**config.mk**
```make
export PLATFORM = sky130hd
export DESIGN_NAME = egd_mb_sequencer
export DESIGN_NICKNAME = d
export VERILOG_FILES = /design/src/rtl/egd_mb_sequencer.sv
export SDC_FILE = /design/constraint.sdc
export NUM_CORES = 1
export LEC_CHECK = 0
export BUFFER_PORTS_ARGS = -buffer_cell sky130_fd_sc_hd__buf_2
export CAP_MARGIN = 20
export CORE_AREA = 8 8 135 137
export DETAILED_ROUTE_END_ITERATION = 8
export DIE_AREA = 0 0 143 145
export SYNTH_ARGS = -nofsm -noshare
export SYNTH_HDL_FRONTEND = slang
export SYNTH_SLANG_ARGS = --single-unit
```
**constraint.sdc**
```tcl
create_clock -name clk -period 3.3 [get_ports clk]
set_clock_uncertainty 0.2 [all_clocks]
set_input_delay 0.495 -clock clk [delete_from_list [all_inputs] [get_ports clk]]
set_output_delay 0.495 -clock clk [all_outputs]
set_load 0.02 [all_outputs]
```
**src/rtl/egd_mb_sequencer.sv**
```systemverilog
// Macroblock header sequencer: requests six exp-Golomb elements per macroblock from the
// upstream decoder, assembles the fields and maintains the running QP.
module egd_mb_sequencer #(
    parameter int unsigned QP_INIT = 26
) (
    input  logic       clk,
    input  logic       reset_n,
    input  logic       start,
    input  logic [3:0] mb_count,
    input  logic [7:0] egd_value,
    output logic [1:0] exp_golomb_sel,
    output logic       busy,
    output logic       mb_valid,
    output logic [7:0] mb_type,
    output logic [7:0] ref_idx,
    output logic [7:0] mvd_x,
    output logic [7:0] mvd_y,
    output logic [7:0] cbp,
    output logic [5:0] qp,
    output logic [3:0] mb_index,
    output logic       done
);

    localparam logic [5:0] QP_RST = 6'(QP_INIT);

    typedef enum logic [1:0] {S_IDLE, S_PARSE, S_DONE} state_t;

    state_t      state_q, state_d;
    logic [2:0]  idx_q, idx_d;
    logic [3:0]  mb_cnt_q, mb_cnt_d;
    logic [3:0]  mb_total_q, mb_total_d;
    logic        accept_start;
    logic        last_elem;

    logic [7:0]  sh_q [5];
    logic [7:0]  mb_type_q, ref_idx_q, mvd_x_q, mvd_y_q, cbp_q;
    logic [5:0]  qp_q;
    logic [3:0]  mb_index_q;
    logic        mb_valid_q;

    logic signed [6:0] delta_sat;
    logic signed [7:0] qp_sum;
    logic signed [7:0] qp_wrapped;

    assign last_elem = (state_q == S_PARSE) && (idx_q == 3'd5);

    always_comb begin
        state_d      = state_q;
        idx_d        = idx_q;
        mb_cnt_d     = mb_cnt_q;
        mb_total_d   = mb_total_q;
        accept_start = 1'b0;
        case (state_q)
            S_IDLE: begin
                if (start) begin
                    if (mb_count != 4'd0) begin
                        state_d      = S_PARSE;
                        idx_d        = 3'd0;
                        mb_cnt_d     = 4'd0;
                        mb_total_d   = mb_count;
                        accept_start = 1'b1;
                    end else begin
                        state_d = S_DONE;
                    end
                end
            end
            S_PARSE: begin
                if (idx_q == 3'd5) begin
                    idx_d = 3'd0;
                    if (mb_cnt_q == mb_total_q - 4'd1) begin
                        state_d = S_DONE;
                    end else begin
                        mb_cnt_d = mb_cnt_q + 4'd1;
                    end
                end else begin
                    idx_d = idx_q + 3'd1;
                end
            end
            S_DONE:  state_d = S_IDLE;
            default: state_d = S_IDLE;
        endcase
    end

    // Element type must resolve in the same cycle so the decoder can produce egd_value.
    always_comb begin
        exp_golomb_sel = 2'b00;
        if (state_q == S_PARSE) begin
            case (idx_q)
                3'd1:                exp_golomb_sel = 2'b11;
                3'd2, 3'd3, 3'd5:    exp_golomb_sel = 2'b01;
                default:             exp_golomb_sel = 2'b00;
            endcase
        end
    end

    // Saturate the delta first, then a single +/-52 correction keeps QP in 0..51.
    always_comb begin
        if ($signed(egd_value) > 8'sd25) begin
            delta_sat = 7'sd25;
        end else if ($signed(egd_value) < -8'sd26) begin
            delta_sat = -7'sd26;
        end else begin
            delta_sat = egd_value[6:0];
        end
        qp_sum = $signed({2'b00, qp_q}) + $signed({delta_sat[6], delta_sat});
        if (qp_sum < 8'sd0) begin
            qp_wrapped = qp_sum + 8'sd52;
        end else if (qp_sum > 8'sd51) begin
            qp_wrapped = qp_sum - 8'sd52;
        end else begin
            qp_wrapped = qp_sum;
        end
    end

    always_ff @(posedge clk or negedge reset_n) begin
        if (!reset_n) begin
            state_q    <= S_IDLE;
            idx_q      <= 3'd0;
            mb_cnt_q   <= 4'd0;
            mb_total_q <= 4'd0;
        end else begin
            state_q    <= state_d;
            idx_q      <= idx_d;
            mb_cnt_q   <= mb_cnt_d;
            mb_total_q <= mb_total_d;
        end
    end

    for (genvar gi = 0; gi < 5; gi++) begin : g_shadow
        always_ff @(posedge clk or negedge reset_n) begin
            if (!reset_n) begin
                sh_q[gi] <= 8'd0;
            end else if ((state_q == S_PARSE) && (idx_q == 3'(gi))) begin
                sh_q[gi] <= egd_value;
            end
        end
    end

    always_ff @(posedge clk or negedge reset_n) begin
        if (!reset_n) begin
            mb_type_q  <= 8'd0;
            ref_idx_q  <= 8'd0;
            mvd_x_q    <= 8'd0;
            mvd_y_q    <= 8'd0;
            cbp_q      <= 8'd0;
            qp_q       <= QP_RST;
            mb_index_q <= 4'd0;
            mb_valid_q <= 1'b0;
        end else begin
            mb_valid_q <= last_elem;
            if (accept_start) begin
                qp_q <= QP_RST;
            end else if (last_elem) begin
                mb_type_q  <= sh_q[0];
                ref_idx_q  <= sh_q[1];
                mvd_x_q    <= sh_q[2];
                mvd_y_q    <= sh_q[3];
                cbp_q      <= sh_q[4];
                qp_q       <= qp_wrapped[5:0];
                mb_index_q <= mb_cnt_q;
            end
        end
    end

    assign busy     = (state_q == S_PARSE);
    assign done     = (state_q == S_DONE);
    assign mb_valid = mb_valid_q;
    assign mb_type  = mb_type_q;
    assign ref_idx  = ref_idx_q;
    assign mvd_x    = mvd_x_q;
    assign mvd_y    = mvd_y_q;
    assign cbp      = cbp_q;
    assign qp       = qp_q;
    assign mb_index = mb_index_q;

endmodule

```
Yosys cells after proc, flatten, opt, wreduce, memory -nomap -nowiden
Index checks and enable logic that the tools add are counted.

operators by class
  add/subtract/negate cells = 6
  magnitude comparators = 4
  equal/unequal tests = 13
  muxes and demuxes = 25
  bitwise operators = 1
  reductions and logical operators = 17

operator list
  operator                                                                          number
  6-bit 2-to-1 mux                                                                  4
  4-bit 2-to-1 mux                                                                  4
  7-bit 2-to-1 mux                                                                  2
  2-bit 2-to-1 mux                                                                  5
  3-bit 2-to-1 mux                                                                  3
  3-bit AND reduction                                                               3
  7-bit by 7-bit adder with 8-bit output                                            1
  8-bit by 6-bit greater-than comparator with 1-bit output (second input constant)  1
  8-bit by 7-bit greater-than comparator with 1-bit output (second input constant)  1
  8-bit by 1-bit less-than comparator with 1-bit output (second input constant)     1
  8-bit by 6-bit less-than comparator with 1-bit output (second input constant)     1
  2-bit one-hot mux with 2 select lines                                             2
  4-bit one-hot mux with 2 select lines                                             1
  6-bit by 5-bit adder with 6-bit output (second input constant)                    1
  3-bit by 2-bit equality test with 1-bit output (second input constant)            2
  3-bit equality test (second input constant)                                       2
  1-bit logical AND                                                                 6
  2-bit != test (second input constant)                                             3
  3-bit one-hot mux with 2 select lines                                             1
  6-bit by 5-bit subtractor with 6-bit output (second input constant)               1
  5-bit AND reduction                                                               1
  4-bit by 1-bit adder with 4-bit output (second input constant)                    1
  4-bit equality test                                                               1
  2-bit by 1-bit != test with 1-bit output (second input constant)                  2
  other kinds (13)                                                                  16

storage, ports and cells
  register bits after elaboration = 104
  input port bits = 15
  output and inout bits = 55
  logic and storage cells = 83

Depth between registers and ports, before layout
  depth in word-level cells = 9
  gate-level depth with buffers = 13
  gate-level depth less buffers = 13

Worst setup path before layout
Ideal clock, no wire load.

  kind = input to register
  start = input port egd_value[1]
  end = register qp_q[5] (netlist: qp[5])
  setup time = 0.094 ns
  arrival = 2.870 ns
  data required time = 3.006 ns
  slack = 0.136 ns
  stages = 10
  buffers on the path = 0
  path through = a211oi_1 > o21ai_0 > o21a_1 > ha_1 > fa_1 > a21o_1 > a2111oi_4 > nor4b_4 > o311a_1 > a221oi_2

on the way
  word-level cells in the longest chain between the ends = 9
  elaborated cells between the ends (all ways) = 13
  classes of those cells = add/sub (3); order compare (4); mux (6)

ends and longest elaborated chain
  element                                                                                                                         RTL line  text
  start, declared                                                                                                                 10        input logic [7:0] egd_value,
  8-bit by 6-bit less-than comparator with 1-bit output                                                                           100       end else if ($signed(egd_value) < -8'sd26) begin
  7-bit 2-to-1 mux                                                                                                                100
  7-bit 2-to-1 mux *                                                                                                              98        if ($signed(egd_value) > 8'sd25) begin
  7-bit by 7-bit adder with 8-bit output *                                                                                        105       qp_sum = $signed({2'b00, qp_q}) + $signed({delta_sat[6], delta_sat});
  8-bit by 7-bit greater-than comparator with 1-bit output / 6-bit by 5-bit subtractor with 6-bit output (equally long branches)  108, 109
  6-bit 2-to-1 mux                                                                                                                108       end else if (qp_sum > 8'sd51) begin
  6-bit 2-to-1 mux *                                                                                                              106       if (qp_sum < 8'sd0) begin
  6-bit 2-to-1 mux *                                                                                                              153       end else if (last_elem) begin
  6-bit 2-to-1 mux *                                                                                                              151       if (accept_start) begin
  end signal, assigned                                                                                                            159       qp_q <= qp_wrapped[5:0];
  end, declared                                                                                                                   37        logic [5:0] qp_q;

Mark *: on every way between the ends. The rest lies on a longest branch, timed or not. The select of a mux whose other input is x is not followed.
A chain may end at the register's enable or synchronous reset.

Final worst setup path
  start = input port egd_value[1]
  end = register qp_q[4] (netlist: qp[4])

The elaborated chain is that of the path after synthesis.

==> results.toml <==
[global_routing]
grt_max_degree = 59
grt_antenna_before_repair = 0
grt_pass1_wl_um = 19100
grt_pass1_vias = 3659
track_usage_pct = 11.7
overflow = 0

[synth]
async_flop_share_pct = 100
yosys.area.top_type_share_pct = 53.8
ys_top_cells_by_area = "dfrtp_1 54%, nand2_1 14%, mux2_2 5.8%"
synth_area_mm2 = 0.00470
synth-edff-count = 0
syn-instance-count = 477
synth_seq_cells = 104
ys_types = 52
yosys_warnings = 0
synth_area_leader_cell = "dfrtp_1"
synth_nets = 505
synth_most_common_cell = "nand2_1"
synth_flop_cell = "dfrtp_1"
avgSynthCellArea_um2 = 9.85
ys_seq_area_share_pct = 55.5
synthTopCellsByCount = "179 x nand2_1, 101 x dfrtp_1, 24 x mux2_2, 23 x o21ai_0, 15 x clkbuf_1"

[worst_setup_path]
crit_chain = "buf_2 -> a211oi_1 -> o21ai_1 -> o21a_1 -> ha_1 -> fa_1 -> nand3_1 -> a21oi_1 -> nor4b_4 -> buf_4 -> a21boi_0 -> o21ai_0 -> a211oi_1"
crit_buf_inv = 2
path_class = "input port to flip-flop"
critical-path-top-delay-family = "compound AO/OA/AOI/OAI gates"
crit_path_end_kind = "flip-flop"
rr_endpoint = "qp[4]"
crit_path_max_incr_delay_ps = 410
start_kind = "input port"
crit_required_ps = 3360
r2r_slack_ps = 540
slowest_stage = "fa_1"
crit_end = "qp[4]"
cpMostUsedCell = "a211oi_1"
cp_max_fo = 6
critPathLaunch = "egd_value[1]"
crit_arrival_ps = 3100
reg2reg_depth = 9
reg2reg_from = "qp[0]"
cp.depth = 13

[timing]
fmax_mhz = 329
max-slew-margin-rel_pct = 58.1
hold_viol = 0
rsz0062_at_grt = "no"
fin_tns_setup_ps = 0
final-setup-viol-count = 0
period_needed_ps = 3040
tightestPinTransition_ps = 628
slew_violations = 0
final.period_utilization_pct = 92.1

[clock_tree]
cts_made_buffers = 9
cts_setup_buffers = 0
cts.path.max_buffers = 2
cts_tree = "built"
cts.sink_count = 104
clk_pin_slew_worst_paths_ps = 70
h-tree-depth = 3
clkLatencyLatePin_ps = 350
root_buffer = "clkbuf_16"

[status]
status = "finished clean"

[layout]
fin_util_pct = 35.6
syn_to_final_growth_pct = 22.5
drive_gt1_share_pct = 26.0
nNetsFinal = 594
nFillCells = 1654
stdcell_count = 790
layout.area.seq_mm2 = 0.00261
multi_input_area_mm2 = 0.00198
antenna_cells = 0

[power]
p_per_area_mw_per_mm2 = 1070
irDropWorstVdd_uv = 464
leakagePower_nw = 2.90

[drt]
vias = 3638
final_antenna_net_count = 0
via_per_inst = 4.61
first_iter_violations = 127
drc = 0
routedWlPerCell_um = 14.8
drt_first_pass_iters = 4
routed_wl_um = 11700

[placed_design]
numPortBuffers = 69
dp_hpwl_um = 8600
dp.cells = 774
globalplace.congestion = 0.848

[floorplan]
die-area_mm2 = 0.0207
rows = 47
dieWidth_um = 143
start_util_pct = 29.0
dieHeight_um = 145
core_mm2 = 0.0162
ios = 70

[run]
maxCapViolCount = 0

[hold_path]
min_path_type = "input port to flip-flop"
[layout by cell type, fill, tap and decap left out, drive strengths merged, types with 3 or more instances in the layout]
| master | n |
|---|---|
| clkbuf | 10 |
| xnor2 | 5 |
| a211oi | 4 |
| inv | 15 |
| xor2 | 6 |
| nor2 | 12 |
| a21o | 3 |
| nor3 | 6 |
| nand3 | 10 |
| and3 | 3 |
| o21ai | 26 |
| dfrtp | 101 |
| or3 | 3 |
| ha | 12 |
| nand3b | 3 |
| mux2 | 26 |
| o21a | 3 |
| buf | 94 |
| nand2 | 179 |
| a21oi | 13 |
| dfstp | 3 |
[tightest hold or removal path, stage by stage]
cell,delay (ps)
buf_2,90
nand2_1,40
nand2_1,50
[worst min-delay path by stage]
stage	start	to	slack, ps	cells after the start
CTS	mb_count[2]	mb_total_q[2]	150	3
global route	mb_count[2]	mb_total_q[2]	150	3
detailed placement	sh_q[10]	mvd_y[2]	250	2
global placement	sh_q[10]	mvd_y[2]	250	2
floorplan	reset_n	cbp[0]	-0.6	0
finish	mb_count[3]	mb_total_q[3]	160	3
[cell families after synthesis]
family / after synthesis / share of synthesized area, %
AND/OR/NAND/NOR: 231 / 20.9
flip-flops: 104 / 55.5
AO/OA/AOI/OAI: 61 / 8.76
buffers and inverters: 30 / 2.58
multiplexers: 27 / 6.45
adder cells (fa/ha/maj): 13 / 3.62
XOR/XNOR: 11 / 2.21
[cell type report]
type,count,share of cell area (%)
tap,220,4.78
sequential,104,45.3
clock buffer,10,3.98
inverter,13,0.848
clock inverter,5,0.718
timing repair buffer,95,9.92
multi-input combinational,343,34.5
[registers in the layout, indices dropped and copies added (netlist names)]
signal / count
cbp: 8
idx_q: 3
mb_cnt_q: 4
mb_index: 4
mb_total_q: 4
mb_type: 8
mb_valid: 1
mvd_x: 8
mvd_y: 8
qp: 6
ref_idx: 8
sh_q: 40
state_q: 2
[what timing repair did]
item                       CTS  global route
hold buffers                 1             0
hold endpoints to repair    45             0
resized for setup            0             3
setup endpoints to repair    0             4
[layer usage]
layer	GRT usage, %	up-vias	wire length (um)
met1	14.5	1751	5210
li1	-	1772	-
met2	18.5	99	5410
met3	4.17	16	872
met4	3.67	0	224
met5	0	-	0
[per-stage QoR]
step,hold slack (ps),power (mW),worst slack (ps),area [um^2]
floorplan,-0.591,4.19,136,4700
global placement,248,5.09,-36.1,5460
detailed placement,253,5.20,-176,5460
CTS,145,6.21,178,5740
global route,149,6.65,13.6,5750
finish,156,6.15,261,5750
[power breakdown]
part	internal (mW)	switching, mW
registers	1.89	0.368
clock network	0.516	0.475
logic	1.17	1.72
total	3.58	2.57
(Power assumes the default switching activity.)
